==> src/rtl/dmem_arbiter.sv <==
// Two-requester arbiter for a single-port 2**AW x DW data memory with registered outputs.
// Define DMEM_ARB_FIXED_PRIO_EN to make requester 0 win every tie instead of round-robin.
module dmem_arbiter #(
    parameter int AW = 4,
    parameter int DW = 8
) (
    input  logic          clk,
    input  logic          reset,
    input  logic          r0_req,
    input  logic          r0_we,
    input  logic [AW-1:0] r0_addr,
    input  logic [DW-1:0] r0_wdata,
    output logic          r0_gnt,
    output logic          r0_rvalid,
    output logic [DW-1:0] r0_rdata,
    input  logic          r1_req,
    input  logic          r1_we,
    input  logic [AW-1:0] r1_addr,
    input  logic [DW-1:0] r1_wdata,
    output logic          r1_gnt,
    output logic          r1_rvalid,
    output logic [DW-1:0] r1_rdata,
    output logic          mem_en,
    output logic          mem_we,
    output logic [AW-1:0] mem_addr,
    output logic [DW-1:0] mem_wdata,
    input  logic [DW-1:0] mem_rdata,
    output logic          busy
);

    typedef enum logic [1:0] {IDLE = 2'd0, ACCESS = 2'd1, RDATA = 2'd2} state_t;

    state_t        r_state, w_state_next;
    logic          r_owner, r_last_owner, r_busy;
    logic          r_gnt0, r_gnt1, r_rvalid0, r_rvalid1, r_mem_en, r_mem_we;
    logic [AW-1:0] r_mem_addr;
    logic [DW-1:0] r_mem_wdata, r_rdata0, r_rdata1;

    logic          w_any_req, w_win1;
    logic          w_owner_next, w_last_owner_next;
    logic          w_gnt0_next, w_gnt1_next, w_rvalid0_next, w_rvalid1_next;
    logic          w_mem_en_next, w_mem_we_next;
    logic [AW-1:0] w_mem_addr_next;
    logic [DW-1:0] w_mem_wdata_next, w_rdata0_next, w_rdata1_next;

    assign w_any_req = r0_req | r1_req;
`ifdef DMEM_ARB_FIXED_PRIO_EN
    assign w_win1 = r1_req & ~r0_req;
`else
    // On a tie the requester that did not own the previous access wins.
    assign w_win1 = r1_req & (~r0_req | ~r_last_owner);
`endif

    always_comb begin
        w_state_next      = r_state;
        w_owner_next      = r_owner;
        w_last_owner_next = r_last_owner;
        w_gnt0_next       = 1'b0;
        w_gnt1_next       = 1'b0;
        w_rvalid0_next    = 1'b0;
        w_rvalid1_next    = 1'b0;
        w_mem_en_next     = 1'b0;
        w_mem_we_next     = 1'b0;
        w_mem_addr_next   = r_mem_addr;
        w_mem_wdata_next  = r_mem_wdata;
        w_rdata0_next     = r_rdata0;
        w_rdata1_next     = r_rdata1;
        case (r_state)
            IDLE: begin
                if (w_any_req) begin
                    w_state_next      = ACCESS;
                    w_owner_next      = w_win1;
                    w_last_owner_next = w_win1;
                    w_gnt0_next       = ~w_win1;
                    w_gnt1_next       = w_win1;
                    w_mem_en_next     = 1'b1;
                    w_mem_we_next     = w_win1 ? r1_we    : r0_we;
                    w_mem_addr_next   = w_win1 ? r1_addr  : r0_addr;
                    w_mem_wdata_next  = w_win1 ? r1_wdata : r0_wdata;
                end
            end
            ACCESS: w_state_next = r_mem_we ? IDLE : RDATA;
            RDATA: begin
                w_state_next = IDLE;
                if (r_owner) begin
                    w_rdata1_next  = mem_rdata;
                    w_rvalid1_next = 1'b1;
                end else begin
                    w_rdata0_next  = mem_rdata;
                    w_rvalid0_next = 1'b1;
                end
            end
            default: w_state_next = IDLE;
        endcase
    end

    always_ff @(posedge clk or negedge reset) begin
        if (!reset) begin
            r_state      <= IDLE;
            r_owner      <= 1'b0;
            r_last_owner <= 1'b1;
            r_busy       <= 1'b0;
            r_gnt0       <= 1'b0;
            r_gnt1       <= 1'b0;
            r_rvalid0    <= 1'b0;
            r_rvalid1    <= 1'b0;
            r_mem_en     <= 1'b0;
            r_mem_we     <= 1'b0;
            r_mem_addr   <= '0;
            r_mem_wdata  <= '0;
            r_rdata0     <= '0;
            r_rdata1     <= '0;
        end else begin
            r_state      <= w_state_next;
            r_owner      <= w_owner_next;
            r_last_owner <= w_last_owner_next;
            r_busy       <= (w_state_next != IDLE);
            r_gnt0       <= w_gnt0_next;
            r_gnt1       <= w_gnt1_next;
            r_rvalid0    <= w_rvalid0_next;
            r_rvalid1    <= w_rvalid1_next;
            r_mem_en     <= w_mem_en_next;
            r_mem_we     <= w_mem_we_next;
            r_mem_addr   <= w_mem_addr_next;
            r_mem_wdata  <= w_mem_wdata_next;
            r_rdata0     <= w_rdata0_next;
            r_rdata1     <= w_rdata1_next;
        end
    end

    assign r0_gnt    = r_gnt0;
    assign r1_gnt    = r_gnt1;
    assign r0_rvalid = r_rvalid0;
    assign r1_rvalid = r_rvalid1;
    assign r0_rdata  = r_rdata0;
    assign r1_rdata  = r_rdata1;
    assign mem_en    = r_mem_en;
    assign mem_we    = r_mem_we;
    assign mem_addr  = r_mem_addr;
    assign mem_wdata = r_mem_wdata;
    assign busy      = r_busy;

endmodule

==> config.mk <==
export PLATFORM = sky130hd
export DESIGN_NAME = dmem_arbiter
export DESIGN_NICKNAME = d
export VERILOG_FILES = /design/src/rtl/dmem_arbiter.sv
export SDC_FILE = /design/constraint.sdc
export NUM_CORES = 1
export LEC_CHECK = 0
export CORE_MARGIN = 2
export CORE_UTILIZATION = 42
export CTS_BUF_LIST = sky130_fd_sc_hd__clkbuf_4 sky130_fd_sc_hd__clkbuf_8
export CTS_CLUSTER_DIAMETER = 50
export DETAILED_ROUTE_END_ITERATION = 8
export GPL_ROUTABILITY_DRIVEN = 0
export GPL_TIMING_DRIVEN = 0
export PLACE_DENSITY = 0.82
export SKIP_LAST_GASP = 1
export SLEW_MARGIN = 25
export SYNTH_ARGS = -nofsm -noshare
export SYNTH_HDL_FRONTEND = slang
export SYNTH_SLANG_ARGS = --single-unit
==> constraint.sdc <==
create_clock -name clk -period 1.6 [get_ports clk]
set_input_delay 0.4 -clock clk [delete_from_list [all_inputs] [get_ports clk]]
set_output_delay 0.4 -clock clk [all_outputs]
set_load 0.005 [all_outputs]
==> results.toml, run 1 <==
[synthesis]
ys_types = 23
yosysMostFrequentCell = "dfrtp_1"
ys_ff_latch = 39
ys_warn_count = 0
postSynthAreaPerCell_um2 = 12.7
ys_seq_area_frac = 0.640
synth-main-ff-cell = "dfrtp_1"
synth_edf_count = 0
synth-async-reset-ratio = 1.00
ys_top_cells_by_area = "dfrtp_1, mux2_2, nand2_1"
synth_top_area_frac = 0.623
synth.largest_area_cell = "dfrtp_1"
synthTopCellsByCount = "dfrtp_1, nand2_1, mux2_2"
syn_area_mm2 = 0.00153
synth_nets = 158
syn-instance-count = 120

[setup_path]
arrival_ns = 1.81
crit_start = "r1_req"
cpMaxStageDelayCell = "clkdlybuf4s50_1"
critical_path.top_delay_family = "buffers and inverters"
path_cells = "clkdlybuf4s50_1 > or2_1 > buf_6 > and3_1 > buf_6 > a221o_1"
crit_type = "input pin to flop"
cpPeakStageDelay_ns = 0.43
crit_fanout = 10
worst_path_most_repeated_cell = "buf_6"
cp-end-kind = "flop"
r2r-start = "r_last_owner$_DFFE_PN1P_"
critPathBufInv = 3
cp-start-kind = "input pin"
worstPathRequired_ns = 1.84

[clocking]
clkSinkCount = 39
clk_latency_ns = 0.35
cts_tree = "done"
cts_made_buffers = 5
clk_pin_slew_ns = 0.11
root_buffer = "clkbuf_4"
cts_max_path_buffers = 2
cts_max_level = 2

[routing]
dr.pass1.iters = 4
drtAntennaViolNets = 0
vias = 1289
routed_wirelength_mm = 3.87
wl_per_cell_um = 15.1
vias_per_cell = 5.04
drtIter0Drc = 33
drc = 0

[timing]
slew_headroom = 0.683
hold_viol_final = 0
tns_ns = 0
max_freq_ghz = 0.637
finalMaxSlewViolations = 0
setup_viol = 0
rsz0062_at_grt = "no"
min_period_ns = 1.57
tightest_slew_ns = 0.474
skew_ns = 0.00680
fin_crit_sh = 0.981

[run]
cap_violations = 0

[global_routing]
grt_pass1_vias = 1363
overflow = 0
grtUsageTotal = 0.202
grt_max_degree = 30
grt_pass1_wl_mm = 6.20
antenna_found_initial = 0

[floorplanning]
die_area_mm2 = 0.00413
core_mm2 = 0.00342
die_x_um = 64.3
rows = 21
ios = 73
die_h_um = 64.3
start_util = 0.447

[place]
portBuffers = 72
hpwl_mm = 2.95

[pwr]
p_per_area_mw_per_mm2 = 1640
p_leak_uw = 0.00120
worst_ir_drop_vdd_mv = 0.834
fin_total_pwr_uw = 3990

[status]
status = "finished clean"

[min_path]
worstHoldPathType = "flop to flop"
worstHoldStart = "mem_we$_DFF_PN0_"

[cells_and_area]
drive_gt1_frac = 0.205
syn_to_final_growth_pct = 59.1
fin_nets = 247
n_fill_cell = 247
antenna_cells = 0
==> layout by cell type (no fill, tap or decap), types with 4 or more instances in the layout <==
cell type        Yosys  routed
dlymetal6s2s_1       0       6
dlygate4sd2_1        0      29
nand2_1             18      18
mux2_2              16      16
a221o_1              4       4
a31oi_1              8       8
and3_1               5       5
clkdlybuf4s50_1      0      36
buf_4                0       8
a21oi_1              9       9
clkbuf_4             0       6
dfrtp_1             38      38
buf_2                3       4
==> flip-flops by register name, indices dropped and copies added, names as in the netlist <==
| register | cells |
|---|---|
| mem_wdata | 8 |
| r0_rdata | 8 |
| r1_rdata | 8 |
| mem_addr | 4 |
| r_state | 2 |
| busy | 1 |
| mem_en | 1 |
| mem_we | 1 |
| r0_gnt | 1 |
| r0_rvalid | 1 |
| r1_gnt | 1 |
| r1_rvalid | 1 |
| r_last_owner | 1 |
| r_owner | 1 |
==> path summary, 6_finish.rpt <==
path / to / slack, ns / cells past startpoint
setup / recovery: mem_wdata[6]$_DFFE_PN0P_ / 0.03 / 6
hold / removal: r_state[1]$_DFF_PN0_ / 0.44 / 1
setup reg to reg: mem_wdata[7]$_DFFE_PN0P_ / 0.12 / 4
hold reg to reg: r_state[1]$_DFF_PN0_ / 0.44 / 1
max in group asynchronous: r_last_owner$_DFFE_PN1P_ / 0.61 / 3
min in group asynchronous: mem_wdata[6]$_DFFE_PN0P_ / 0.49 / 2
==> cell type report <==
| type | count | area (um2) | area share |
|---|---|---|---|
| plain buffers | 6 | 41.3 | 0.0170 |
| well taps | 46 | 57.6 | 0.0237 |
| clock inverters | 2 | 12.5 | 0.00515 |
| inverters | 3 | 13.8 | 0.00567 |
| repair buffers | 82 | 785 | 0.323 |
| flip-flops and latches | 39 | 977 | 0.402 |
| multi-input cells | 72 | 497 | 0.205 |
| clock buffers | 6 | 45.0 | 0.0185 |
==> what timing repair did <==
item | in CTS | in global routing
hold buffers | 1 | 0
gates resized for setup | 30 | 8
endpoints found under the setup margin | 38 | 11
endpoints found under the hold margin | 10 | 0
setup buffers | 8 | 0
==> power breakdown <==
| group | switching [uW] | internal, uW | total [uW] |
|---|---|---|---|
| Sequential | 229 | 1470 | 1700 |
| Clock | 313 | 186 | 499 |
| Combinational | 722 | 1070 | 1790 |
| Total | 1260 | 2720 | 3990 |
==> metal layers <==
layer,GRT usage,wire [um],up-vias
met5,0,0,-
met4,0.112,164,0
met3,0.0475,155,16
met2,0.363,2120,43
met1,0.215,1430,626
li1,-,-,604
==> logic make-up after synthesis <==
family,synth area share
flip-flops,0.640
AND/OR/NAND/NOR,0.0975
AO/OA/AOI/OAI,0.110
multiplexers,0.118
buffers and inverters,0.0344
==> per-stage QoR <==
step                      worst slack, ns  hold slack [ns]  area [um2]   util  instances
after global routing               0.0115            0.468        2430  0.711        256
after CTS                         -0.0544            0.436        2410  0.706        256
after detailed placement           -0.427            0.294        2320  0.679        239
after global placement             -0.674            0.438        2300  0.675        238
after floorplan                     0.171            0.104        1530      -        120
final                              0.0309            0.437        2430  0.711        256
Power figures use the tool's default switching activity.
==> run 2: changes to the inputs <==
Settings changed: ABC_AREA set to 0, PLACE_DENSITY 0.82 to unset, PLACE_DENSITY_LB_ADDON set to 0.05.
==> run 2 against run 1 <==
Compared with the run above: fmax increased by 0.17%; first-iteration DRC count increased by 120%; clock power increased by 2%; wire length decreased by 4.6%; worst hold slack got worse by 0.0066 ns; final cell count decreased by 2.7%; global-route usage decreased by 1.1 points; critical path depth unchanged; power decreased by 3.6%; non-clock buffer count decreased by 7; register-to-register slack improved by 0.03 ns.
==> results.toml, run 2 (same netlist as run 1, synthesis figures left out) <==
[setup_path]
worst_path_most_repeated_cell = "buf_6"
critPathBufInv = 3
arrival_ns = 1.80
crit_end = "mem_wdata[4]$_DFFE_PN0P_"
worstPathRequired_ns = 1.84
path_cells = "clkdlybuf4s50_1 > or2_1 > buf_6 > and3_1 > buf_6 > a221o_1"
ff2ff_path_depth = 3
cp-end-kind = "flop"
cpPeakStageDelay_ns = 0.43
worstReg2RegEnd = "mem_wdata[4]$_DFFE_PN0P_"
cp-start-kind = "input pin"
cpMaxStageDelayCell = "clkdlybuf4s50_1"
r2r-start = "r_state[0]$_DFF_PN0_"
crit_start = "r1_req"
critical_path.top_delay_family = "buffers and inverters"
crit_type = "input pin to flop"
crit_fanout = 10
path_depth = 6
r2r_slack_ns = 0.15

[pwr]
p_per_area_mw_per_mm2 = 1620
fin_total_pwr_uw = 3840
worst_ir_drop_vdd_mv = 0.944
p_leak_uw = 0.00119

[floorplanning]
die_x_um = 64.3
start_util = 0.447
die_area_mm2 = 0.00413
core_mm2 = 0.00342
rows = 21
ios = 73
die_h_um = 64.3

[cells_and_area]
syn_to_final_growth_pct = 55.9
multi_input_area_um2 = 497
n_fill_cell = 263
fin_nets = 240
layout.cells.non_filler = 249
regArea_um2 = 977
layout_common_cells = "dfrtp_1, clkdlybuf4s50_1, dlygate4sd2_1"
drive_gt1_frac = 0.182
antenna_cells = 0
final_common_cell = "dfrtp_1"

[clocking]
clk_latency_ns = 0.34
clkSinkCount = 39
clk_pin_slew_ns = 0.12
cts_tree = "done"
cts_max_path_buffers = 2
cts_made_buffers = 5
root_buffer = "clkbuf_4"
cts_max_level = 2

[timing]
setup_viol = 0
min_period_ns = 1.57
hold_viol_final = 0
slew_headroom = 0.681
rsz0062_at_grt = "no"
fin_crit_sh = 0.979
finalMaxSlewViolations = 0
tns_ns = 0
max_freq_ghz = 0.638
tightest_slew_ns = 0.476
skew_ns = 0.0113

[global_routing]
grt_max_degree = 32
antenna_found_initial = 0
grtUsageTotal = 0.190
grt_pass1_wl_mm = 5.93
overflow = 0
grt_pass1_vias = 1276

[min_path]
worstHoldPathType = "input pin to async pin"

[place]
portBuffers = 72
hpwl_mm = 2.67
place_inst = 239

[routing]
wl_per_cell_um = 14.8
drtAntennaViolNets = 0
dr.pass1.iters = 4
vias = 1244
drtIter0Drc = 71
vias_per_cell = 5.00
drc = 0
routed_wirelength_mm = 3.69

[status]
status = "finished clean"

[run]
cap_violations = 0
## run 2: cell count changes in the layout (fill, tap and decap cells not counted)
cell and delta:
buf_4 -7, clkbuf_1 -1, clkbuf_2 +1, clkdlybuf4s50_1 -1
dlymetal6s2s_1 +1
## run 2: what timing repair did
item                                    in CTS  in global routing
setup buffers                                1                  0
resized for setup                           30                 11
gates cloned                                 0                  0
endpoints found under the setup margin      37                 15
endpoints found under the hold margin        8                  0
hold buffers                                 1                  0
## run 2: worst reg2reg max path, stage by stage, from the launching register on
cell and delay [ns]:
dfrtp_1 0.43, nor2_1 0.27, nand2_2 0.23, a221o_1 0.41
## run 2: worst min path at each step
stage | from | depth (start not counted) | endpoint
6_report | reset | 2 | r0_gnt$_DFF_PN0_
5_1_grt | reset | 2 | mem_wdata[5]$_DFFE_PN0P_
4_1_cts | reset | 2 | r0_gnt$_DFF_PN0_
3_5_place_dp | reset | 1 | r0_gnt$_DFF_PN0_
3_3_place_gp | mem_we$_DFF_PN0_ | 1 | r_state[1]$_DFF_PN0_
2_1_floorplan | reset | 0 | busy$_DFF_PN0_
## run 2: layout make-up
| class | instances | area share |
|---|---|---|
| clock buffer | 6 | 0.0189 |
| inverter | 3 | 0.00578 |
| clock inverter | 2 | 0.00526 |
| buffer | 6 | 0.0179 |
| sequential | 39 | 0.411 |
| tap | 46 | 0.0242 |
| timing repair buffer | 75 | 0.309 |
| multi-input combinational | 72 | 0.209 |
## run 2: layer usage
layer | vias to the layer above | track usage | wire length (um)
met5 | - | 0 | 0
met4 | 0 | 0.0851 | 56
met3 | 5 | 0.0546 | 290
met2 | 46 | 0.315 | 1850
met1 | 604 | 0.231 | 1490
li1 | 589 | - | -
## run 2: power breakdown
part           switching, uW  leakage, uW  internal (uW)
sequential               231     0.000465           1470
clock                    322    0.0000317            187
combinational            672     0.000694            966
total                   1220      0.00119           2620
## run 2: per-stage QoR
step           worst slack, ns  hold slack, ns  utilization  instance area (um2)
2_1_floorplan            0.171           0.104            -                 1530
3_3_place_gp            -0.722           0.430        0.675                 2300
3_5_place_dp            -0.448           0.273        0.679                 2320
4_1_cts                0.00163           0.432        0.691                 2360
5_1_grt                 0.0284           0.448        0.697                 2380
6_report                0.0335           0.431        0.697                 2380
